==> src/rtl/sample_frame_aggregator_pkg.sv <==
// Shared constants for the sample frame aggregator and its CSR capture logic.
// The runtime decimation factor (and csr_word_capture) exists only when
// DECIM_CSR_EN is defined.
package decim_pkg;

    localparam int          FACTOR_WIDTH      = 24;
    localparam logic [31:0] DECIM_FACTOR_ADDR = 32'h40;
    localparam int          CSR_WR_BIT        = 31;

    // Channel index width, never narrower than one bit.
    function automatic int chan_idx_w(input int n);
        return (n <= 2) ? 1 : $clog2(n);
    endfunction

endpackage

==> src/rtl/sample_frame_aggregator_csr_word_capture.sv <==
// Two-cycle CSR strobe decoder. The first strobed cycle carries the address;
// the second carries the write bit and the data. If the strobe drops after the
// first cycle, the captured address is discarded.
module csr_word_capture
    import decim_pkg::*;
(
    input  logic        clk,
    input  logic        rst_n,
    input  logic        i_csr_strobe,
    input  logic [31:0] i_gpio_out,
    output logic        o_wr_strobe,
    output logic [31:0] o_wr_addr,
    output logic [30:0] o_wr_data
);

    logic        r_armed;
    logic [31:0] r_addr;

    // Track the address phase and latch the address word.
    always_ff @(posedge clk or negedge rst_n) begin
        if (!rst_n) begin
            r_armed <= 1'b0;
            r_addr  <= '0;
        end else begin
            r_armed <= i_csr_strobe && !r_armed;
            if (i_csr_strobe && !r_armed)
                r_addr <= i_gpio_out;
        end
    end

    assign o_wr_strobe = r_armed && i_csr_strobe && i_gpio_out[CSR_WR_BIT];
    assign o_wr_addr   = r_addr;
    assign o_wr_data   = i_gpio_out[CSR_WR_BIT-1:0];

endmodule

==> src/rtl/sample_frame_aggregator.sv <==
// Collects a TDM stream of per-channel samples into one wide frame. The block
// toggles outputToggle once per completed frame, flags every Nth frame for the
// decimating lowpass, and counts channel-sequence errors.
// Optional feature macro: DECIM_CSR_EN (runtime-writable decimation factor).
module sample_frame_aggregator
    import decim_pkg::*;
#(
    parameter int DATA_WIDTH        = 28,
    parameter int CHANNEL_COUNT     = 4,
    parameter int DECIMATION_FACTOR = 1000,
    parameter int ERR_COUNT_WIDTH   = 16,
    parameter int CHAN_IDX_W        = chan_idx_w(CHANNEL_COUNT)
) (
    input  logic                                clk,
    input  logic                                rst_n,
    input  logic                                sampleValid,
    input  logic [CHAN_IDX_W-1:0]               sampleChannel,
    input  logic [DATA_WIDTH-1:0]               sampleData,
    input  logic                                csrStrobe,
    input  logic [31:0]                         GPIO_OUT,
    output logic [CHANNEL_COUNT*DATA_WIDTH-1:0] outputData,
    output logic                                outputToggle,
    output logic                                decimateFlag,
    output logic                                sequenceError,
    output logic [ERR_COUNT_WIDTH-1:0]          errorCount
);

    localparam logic [CHAN_IDX_W-1:0]   LAST_CHAN    = CHAN_IDX_W'(CHANNEL_COUNT - 1);
    localparam logic [FACTOR_WIDTH-1:0] RESET_FACTOR = FACTOR_WIDTH'(DECIMATION_FACTOR);

    logic [CHAN_IDX_W-1:0]                r_next_chan;
    logic [DATA_WIDTH-1:0]                r_shadow [CHANNEL_COUNT];
    logic [FACTOR_WIDTH-1:0]              r_frame_count;
    logic [CHANNEL_COUNT*DATA_WIDTH-1:0]  r_out;
    logic                                 r_toggle;
    logic                                 r_flag;
    logic                                 r_seq_err;
    logic [ERR_COUNT_WIDTH-1:0]           r_err_count;

    logic [FACTOR_WIDTH-1:0]              w_factor;
    logic [FACTOR_WIDTH-1:0]              w_factor_eff;
    logic                                 w_csr_wr;
    logic                                 w_accept;
    logic                                 w_mismatch;
    logic                                 w_complete;
    logic                                 w_flag_hit;
    logic [CHANNEL_COUNT*DATA_WIDTH-1:0]  w_frame;

`ifdef DECIM_CSR_EN
    logic                    w_wr_strobe;
    logic [31:0]             w_wr_addr;
    logic [30:0]             w_wr_data;
    logic [FACTOR_WIDTH-1:0] r_factor;
    logic                    w_unused_data;

    csr_word_capture u_csr (
        .clk          (clk),
        .rst_n        (rst_n),
        .i_csr_strobe (csrStrobe),
        .i_gpio_out   (GPIO_OUT),
        .o_wr_strobe  (w_wr_strobe),
        .o_wr_addr    (w_wr_addr),
        .o_wr_data    (w_wr_data)
    );

    assign w_csr_wr      = w_wr_strobe && (w_wr_addr == DECIM_FACTOR_ADDR);
    assign w_unused_data = ^w_wr_data[30:FACTOR_WIDTH];

    // Runtime decimation factor, loaded by a CSR write.
    always_ff @(posedge clk or negedge rst_n) begin
        if (!rst_n)
            r_factor <= RESET_FACTOR;
        else if (w_csr_wr)
            r_factor <= w_wr_data[FACTOR_WIDTH-1:0];
    end

    assign w_factor = r_factor;
`else
    logic w_unused_csr;

    assign w_unused_csr = csrStrobe ^ (^GPIO_OUT);
    assign w_csr_wr     = 1'b0;
    assign w_factor     = RESET_FACTOR;
`endif

    // A factor of zero behaves like one: every frame is flagged.
    assign w_factor_eff = (w_factor == '0) ? FACTOR_WIDTH'(1) : w_factor;
    assign w_accept     = sampleValid && (sampleChannel == r_next_chan);
    assign w_mismatch   = sampleValid && !w_accept;
    assign w_complete   = w_accept && (r_next_chan == LAST_CHAN);
    assign w_flag_hit   = (r_frame_count == w_factor_eff - FACTOR_WIDTH'(1));

    // Assemble the outgoing frame; the final lane comes straight from the input.
    always_comb begin
        w_frame = '0;
        for (int k = 0; k < CHANNEL_COUNT; k++) begin
            if (k == CHANNEL_COUNT - 1)
                w_frame[k*DATA_WIDTH +: DATA_WIDTH] = sampleData;
            else
                w_frame[k*DATA_WIDTH +: DATA_WIDTH] = r_shadow[k];
        end
    end

    // Shadow lanes hold the partial frame; an out-of-order channel 0 restarts it.
    always_ff @(posedge clk or negedge rst_n) begin
        if (!rst_n) begin
            for (int k = 0; k < CHANNEL_COUNT; k++)
                r_shadow[k] <= '0;
        end else if (w_accept) begin
            r_shadow[r_next_chan] <= sampleData;
        end else if (w_mismatch && (sampleChannel == '0)) begin
            r_shadow[0] <= sampleData;
        end
    end

    // Sequence tracking, frame emission, decimation counting and error accounting.
    always_ff @(posedge clk or negedge rst_n) begin
        if (!rst_n) begin
            r_next_chan   <= '0;
            r_frame_count <= '0;
            r_out         <= '0;
            r_toggle      <= 1'b0;
            r_flag        <= 1'b0;
            r_seq_err     <= 1'b0;
            r_err_count   <= '0;
        end else begin
            r_seq_err <= w_mismatch;

            if (w_accept)
                r_next_chan <= (r_next_chan == LAST_CHAN) ? '0 : r_next_chan + CHAN_IDX_W'(1);
            else if (w_mismatch)
                r_next_chan <= (sampleChannel == '0 && CHANNEL_COUNT > 1) ? CHAN_IDX_W'(1) : '0;

            if (w_complete) begin
                r_out         <= w_frame;
                r_toggle      <= ~r_toggle;
                r_flag        <= w_flag_hit;
                r_frame_count <= w_flag_hit ? '0 : r_frame_count + FACTOR_WIDTH'(1);
            end

            // A factor write restarts the frame count, even on a completing frame.
            if (w_csr_wr)
                r_frame_count <= '0;

            if (w_csr_wr)
                r_err_count <= '0;
            else if (w_mismatch && (r_err_count != '1))
                r_err_count <= r_err_count + ERR_COUNT_WIDTH'(1);
        end
    end

    assign outputData    = r_out;
    assign outputToggle  = r_toggle;
    assign decimateFlag  = r_flag;
    assign sequenceError = r_seq_err;
    assign errorCount    = r_err_count;

endmodule

==> config.mk <==
export PLATFORM = sky130hd
export DESIGN_NAME = sample_frame_aggregator
export DESIGN_NICKNAME = d
export VERILOG_FILES = /design/src/rtl/sample_frame_aggregator_pkg.sv /design/src/rtl/sample_frame_aggregator_csr_word_capture.sv /design/src/rtl/sample_frame_aggregator.sv
export SDC_FILE = /design/constraint.sdc
export NUM_CORES = 1
export LEC_CHECK = 0
export BUFFER_PORTS_ARGS = -buffer_cell sky130_fd_sc_hd__buf_4
export CORE_MARGIN = 8
export CORE_UTILIZATION = 50
export CTS_BUF_LIST = sky130_fd_sc_hd__clkbuf_8 sky130_fd_sc_hd__clkbuf_16
export DETAILED_ROUTE_END_ITERATION = 7
export PLACE_DENSITY = 0.73
export SYNTH_ARGS = -nofsm -noshare
export SYNTH_HDL_FRONTEND = slang
export SYNTH_HIERARCHICAL = 1
export SYNTH_SLANG_ARGS = --single-unit
export TNS_END_PERCENT = 5
==> constraint.sdc <==
create_clock -name clk -period 2.71 [get_ports clk]
set_input_delay 0.6775 -clock clk [delete_from_list [all_inputs] [get_ports clk]]
set_output_delay 0.6775 -clock clk [all_outputs]
set_load 0.03 [all_outputs]
==> flow_metrics.tcl, run 1 <==
set metrics [dict create \
    core_um2 19300 \
    vias 7245 \
    worst_ep_required_time_ps 3120 \
    cp_slowest_cell "or4_4" \
    crit_family "simple AND/OR/NAND/NOR gates" \
    clk_latency_ps 520 \
    rsz0062_at_grt "false" \
    numCtsBuffers 26 \
    die_area_um2 24300 \
    grt_overflow 0 \
    worstSetupStartpointType "register" \
    crit_buf_inv 0 \
    fin_skew_ps 13.5 \
    hp-class "input port to async pin" \
    dieHeight_um 156 \
    reg2reg_to "r_frame_count[4]" \
    yosys_warnings 6 \
    firstDrtPassIters 5 \
    drtIter0Drc 441 \
    dp_hpwl_mm 15.5 \
    maxCapViolations 0 \
    wl_met2_mm 10.9 \
    num_rows 51 \
    drive_gt1_frac 0.263 \
    antenna_found_initial 0 \
    grt_pass1_vias 7400 \
    pin_count 197 \
    grt_max_degree 83 \
    detail_route.wl_per_cell_um 16.5 \
    arrival_ps 2590 \
    routed_via_density 5.12 \
    tritoncts "built" \
    worstPathCellList "or4_4, nor3_4, nand2_2, a21o_2, a22o_1" \
    period_share 0.807 \
    ys_ff_latch 241 \
    worst_pin_slew_ps 621 \
    max_freq_mhz 457 \
    r2r_cells 5 \
    dr.max_layer_used "met4" \
    powerDensity_nw_per_um2 936 \
    antennaDiodeCount 0 \
    r2r_slack_ps 520 \
    slowest_delay_ps 570 \
    clk_transition_reported_paths_ps 60 \
    wl_mm 23.3 \
    start_util 0.506 \
    syn_inst 962 \
    path_depth 5 \
    clock_sinks 241 \
    route.met3.wl_mm 1.77 \
    p_leak_nw 6.52 \
    grt_usage 0.193 \
    clock_path_buffers 3 \
    cts_resized 0 \
    post_cts_buffers 0 \
    h-tree-depth 1 \
    die_width_um 156 \
    ctsRootBufferMaster "clkbuf_16" \
    nNetsFinal 1202 \
    critPathKind "register to register" \
    end_kind "register" \
    drv_slew 0 \
    hold_viol 0 \
    period_minus_slack_ps 2190 \
    antenna_left 0 \
    syn2layout_area_growth_pct 25.6 \
    syn_area_um2 9780 \
    fin_setup_tns_ps 0 \
    synth_cell_types 50 \
    grt_pass1_wl_mm 38.6 \
    drc 0 \
    status "completed" \
    synth_nets 1034 \
    peakVddDrop_mv 0.533 \
    r2r-start "r_frame_count[3]" \
    avgSynthCellArea_um2 10.2 \
    synth-seq-area-share 0.617 \
    place_congestion 0.901 \
    slew_headroom 0.586 \
    wl_met1_mm 10.3 \
    finalSetupViolCount 0 \
    cts_hold_buf 0 \
    cp_max_fo 11 \
    finalHoldWorstSlack_ps 104 \
    portBuffers 163 \
]
-- cell type report --
type / instances / area, µm²
repair buffers: 183 / 1470
clock buffers: 32 / 744
multi-input cells: 671 / 3540
well taps: 265 / 332
clock inverters: 16 / 145
inverters: 7 / 26.3
fillers: 1595 / 7050
flip-flops and latches: 241 / 6030
-- sequential cells by signal, indices dropped and copies added, names as in the netlist --
signal	count
outputData	112
r_shadow	84
r_frame_count	24
errorCount	16
r_next_chan	2
decimateFlag	1
outputToggle	1
sequenceError	1
-- metrics by stage --
step / util / power (mW) / setup WS [ps] / cell area (µm²) / cells
2_1_floorplan: - / 6.83 / 676 / 9780 / 962
3_3_place_gp: 0.589 / 7.89 / 293 / 11400 / 1367
3_5_place_dp: 0.589 / 8.00 / 243 / 11400 / 1367
4_1_cts: 0.635 / 11.6 / 527 / 12300 / 1415
5_1_grt: 0.635 / 12.1 / 381 / 12300 / 1415
6_report: 0.635 / 11.5 / 524 / 12300 / 1415
-- cell usage in the layout (no fill, tap or decap), drive strengths merged, types with 6 or more instances in the layout --
cell,count
xor2,11
nand3,17
nor3,9
buf,183
a21oi,11
nor2,17
o21ai,47
inv,11
nand4,17
dfrtp,241
xnor2,9
ha,6
clkinv,8
nand2,416
clkbuf,32
mux2,58
and3,8
-- worst max-delay path by stage --
| stage | startpoint | end | slack, ps |
|---|---|---|---|
| 3_5_place_dp | sampleChannel[0] | outputData[40] | 240 |
| 4_1_cts | r_frame_count[3] | r_frame_count[4] | 530 |
| 3_3_place_gp | sampleChannel[1] | outputData[40] | 290 |
| 5_1_grt | r_frame_count[3] | r_frame_count[4] | 380 |
| 6_report | r_frame_count[3] | r_frame_count[4] | 520 |
| 2_1_floorplan | sampleChannel[1] | errorCount[15] | 680 |
-- where the power goes --
group,switching [mW],internal (mW)
clock network,1.43,2.15
registers,0.574,4.58
logic,1.63,1.13
total,3.64,7.86
-- synthesized netlist by cell type (all sizes together) --
cell,instances,area share
nand2,416,0.16
dfrtp,241,0.62
mux2,58,0.067
o21ai,47,0.024
buf,24,0.013
clkbuf,19,0.0074
nand3,17,0.0087
nand4,17,0.012
nor2,17,0.0065
a21oi,11,0.0060
xor2,11,0.0099
nor3,9,0.0069
xnor2,9,0.0081
and3,8,0.0052
inv,7,0.0027
ha,6,0.0077
mux2i,5,0.0051
nor4,5,0.0038
a21o,4,0.0032
a22o,4,0.0036
and2,4,0.0028
or4,4,0.0042
and3b,2,0.0018
and4,2,0.0018
o21a,2,0.0015
o31ai,2,0.0015
a211o,1,0.00090
a21bo,1,0.0010
a21boi,1,0.00077
a22oi,1,0.00077
a32o,1,0.0010
a32oi,1,0.00090
nand2b,1,0.00064
nand4b,1,0.00090
nor4b,1,0.00090
o22ai,1,0.00064
or3,1,0.00064
-- kinds of logic (layout without fill, tap and decap cells) --
| group | count (synthesis) | in the layout | synth area share |
|---|---|---|---|
| compound gates | 77 | 77 | 0.0459 |
| xor+xnor | 20 | 20 | 0.0179 |
| fa+ha+maj | 6 | 6 | 0.00768 |
| buf+inv | 50 | 238 | 0.0230 |
| flops | 241 | 241 | 0.617 |
| mux | 63 | 63 | 0.0719 |
| simple gates | 505 | 505 | 0.217 |
-- per-layer routing --
layer,vias to the layer above,global-route usage
li1,3499,-
met1,3532,0.256
met2,181,0.309
met3,33,0.0560
met4,0,0.0416
met5,-,0
Note: power is estimated with default switching activity, not from simulation.
==> inputs of run 2 (changes only) <==
- clock period: 2.71 -> 2.1 ns (I/O delays scaled with it)
==> run 2 against run 1 <==
Clock skew down 6.2 ps. Utilization grew 0.74 points. Via count grew 2.0%. Worst setup slack got worse by 450 ps. Sequential share of layout area down 0.56 points. Maximum frequency grew 8.1%. Sequential cell count stayed put. First-iteration DRC count decreased by 1.8%. Power is 27% higher. Die area stayed put. Final cell count up 1.4%. Largest cell class unchanged. Largest power group unchanged.
==> flow_metrics.tcl, run 2 (synthesis gave the netlist of run 1 again) <==
set metrics [dict create \
    core_um2 19300 \
    die_width_um 156 \
    grtUsageMet3 0.0565 \
    detail_route.wl_per_cell_um 16.4 \
    arrival_ps 2420 \
    numCtsBuffers 25 \
    syn2layout_area_growth_pct 27.1 \
    powerDensity_nw_per_um2 1170 \
    hold_viol 0 \
    holdPathStages 2 \
    min_to "r_next_chan[0]" \
    grt_usage 0.195 \
    end_kind "register" \
    firstDrtPassIters 7 \
    crit_family "simple AND/OR/NAND/NOR gates" \
    nNetsFinal 1223 \
    path_depth 6 \
    status "completed" \
    largest_register_ffs 112 \
    tritoncts "built" \
    die_area_um2 24300 \
    clk_transition_reported_paths_ps 60 \
    start_util 0.506 \
    r2r_slack_ps 80 \
    cp_max_fo 8 \
    drtIter0Drc 433 \
    worst_pin_slew_ps 554 \
    dp_hpwl_mm 15.9 \
    grt_pass1_wl_mm 38.8 \
    vias 7391 \
    ctsRootBufferMaster "clkbuf_16" \
    drv_slew 0 \
    period_minus_slack_ps 2020 \
    fin_skew_ps 7.33 \
    worstSetupStartpointType "register" \
    portBuffers 163 \
    grt_pass1_vias 7502 \
    antenna_left 0 \
    r2r-start "r_frame_count[20]" \
    grt_busiest_layer "met2" \
    p_leak_nw 6.63 \
    worstPathCellList "or4_4, nor3_4, a21oi_2, buf_4, and3b_1, a21o_1" \
    max_freq_mhz 495 \
    r2r_cells 6 \
    crit_buf_inv 1 \
    antennaDiodeCount 0 \
    clock_path_buffers 3 \
    slew_headroom 0.629 \
    wl_mm 23.6 \
    clock_sinks 241 \
    rsz0062_at_grt "false" \
    fin_util 0.643 \
    drc 0 \
    reg2reg_to "r_frame_count[5]" \
    worst_ep_required_time_ps 2500 \
    pin_count 197 \
    num_rows 51 \
    final_cell_mix "413 x nand2_1, 241 x dfrtp_1, 193 x buf_4, 57 x mux2_2, 43 x o21ai_0" \
    drive_gt1_frac 0.275 \
    maxCapViolations 0 \
    power_mw 14.6 \
    slowest_delay_ps 560 \
    period_share 0.963 \
    finalSetupViolCount 0 \
    clk_latency_ps 510 \
    hp-class "input port to register" \
    routed_via_density 5.15 \
    worstHoldStart "sampleChannel[0]" \
    fin_setup_tns_ps 0 \
    setup_ws_ps 78.4 \
    grt_overflow 0 \
    grt_max_degree 57 \
    peakVddDrop_mv 0.925 \
    antenna_found_initial 0 \
    dieHeight_um 156 \
    met1_usage 0.256 \
    layout_commonest_cell "nand2_1" \
    h-tree-depth 1 \
    cp_slowest_cell "or4_4" \
    grt.met2_usage 0.318 \
    dp_slack_ps 35.4 \
    critPathKind "register to register" \
    startpoint "r_frame_count[20]" \
    place_congestion 0.919 \
]
==> run 2: changes by cell type in the layout (fill, tap and decap cells not counted), moves of 2 or more <==
| cell | previous run | this run |
|---|---|---|
| clkinv_4 | 2 | 0 |
| clkbuf_16 | 27 | 25 |
| inv_6 | 0 | 2 |
| buf_4 | 175 | 193 |
| buf_12 | 7 | 10 |
==> run 2: report_power, final <==
part	switching [mW]	total, mW	internal, mW
combinational	2.11	3.59	1.48
clock	1.80	4.31	2.51
sequential	0.743	6.66	5.91
total	4.65	14.6	9.91
==> run 2: worst max path at each step <==
stage                             end  slack, ps
global placement       outputData[56]         60
global route        r_frame_count[16]          5
floorplan           r_frame_count[12]        180
detailed placement     outputData[34]         40
CTS                 r_frame_count[16]         20
finish               r_frame_count[5]         80
==> run 2: per-stage QoR <==
step	cell area (µm²)	hold slack, ps	cells
finish	12400	222	1435
global route	12400	213	1435
CTS	12400	201	1433
detailed placement	11600	447	1386
global placement	11600	440	1386
floorplan	9780	229	962
==> run 2: timing repair <==
item / CTS / global route
hold buffers: 1 / 0
buffers inserted: 0 / 2
hold endpoints to repair: 39 / 0
endpoints found under the setup margin: 0 / 1
resized for setup: 0 / 2
==> run 2: metal layers <==
metal | up-vias | wire [µm] | part of all wire
met5 | - | 0 | 0
met4 | 0 | 296 | 0.013
met3 | 29 | 1850 | 0.079
met2 | 183 | 11200 | 0.47
met1 | 3646 | 10300 | 0.44
li1 | 3533 | - | -
==> run 2: final cells by class <==
class | count | area (µm²)
sequential | 241 | 6030
inverter | 7 | 26.3
tap | 265 | 332
clock buffer | 31 | 708
fill | 1552 | 6910
multi-input combinational | 671 | 3550
clock inverter | 15 | 108
timing repair buffer | 205 | 1670
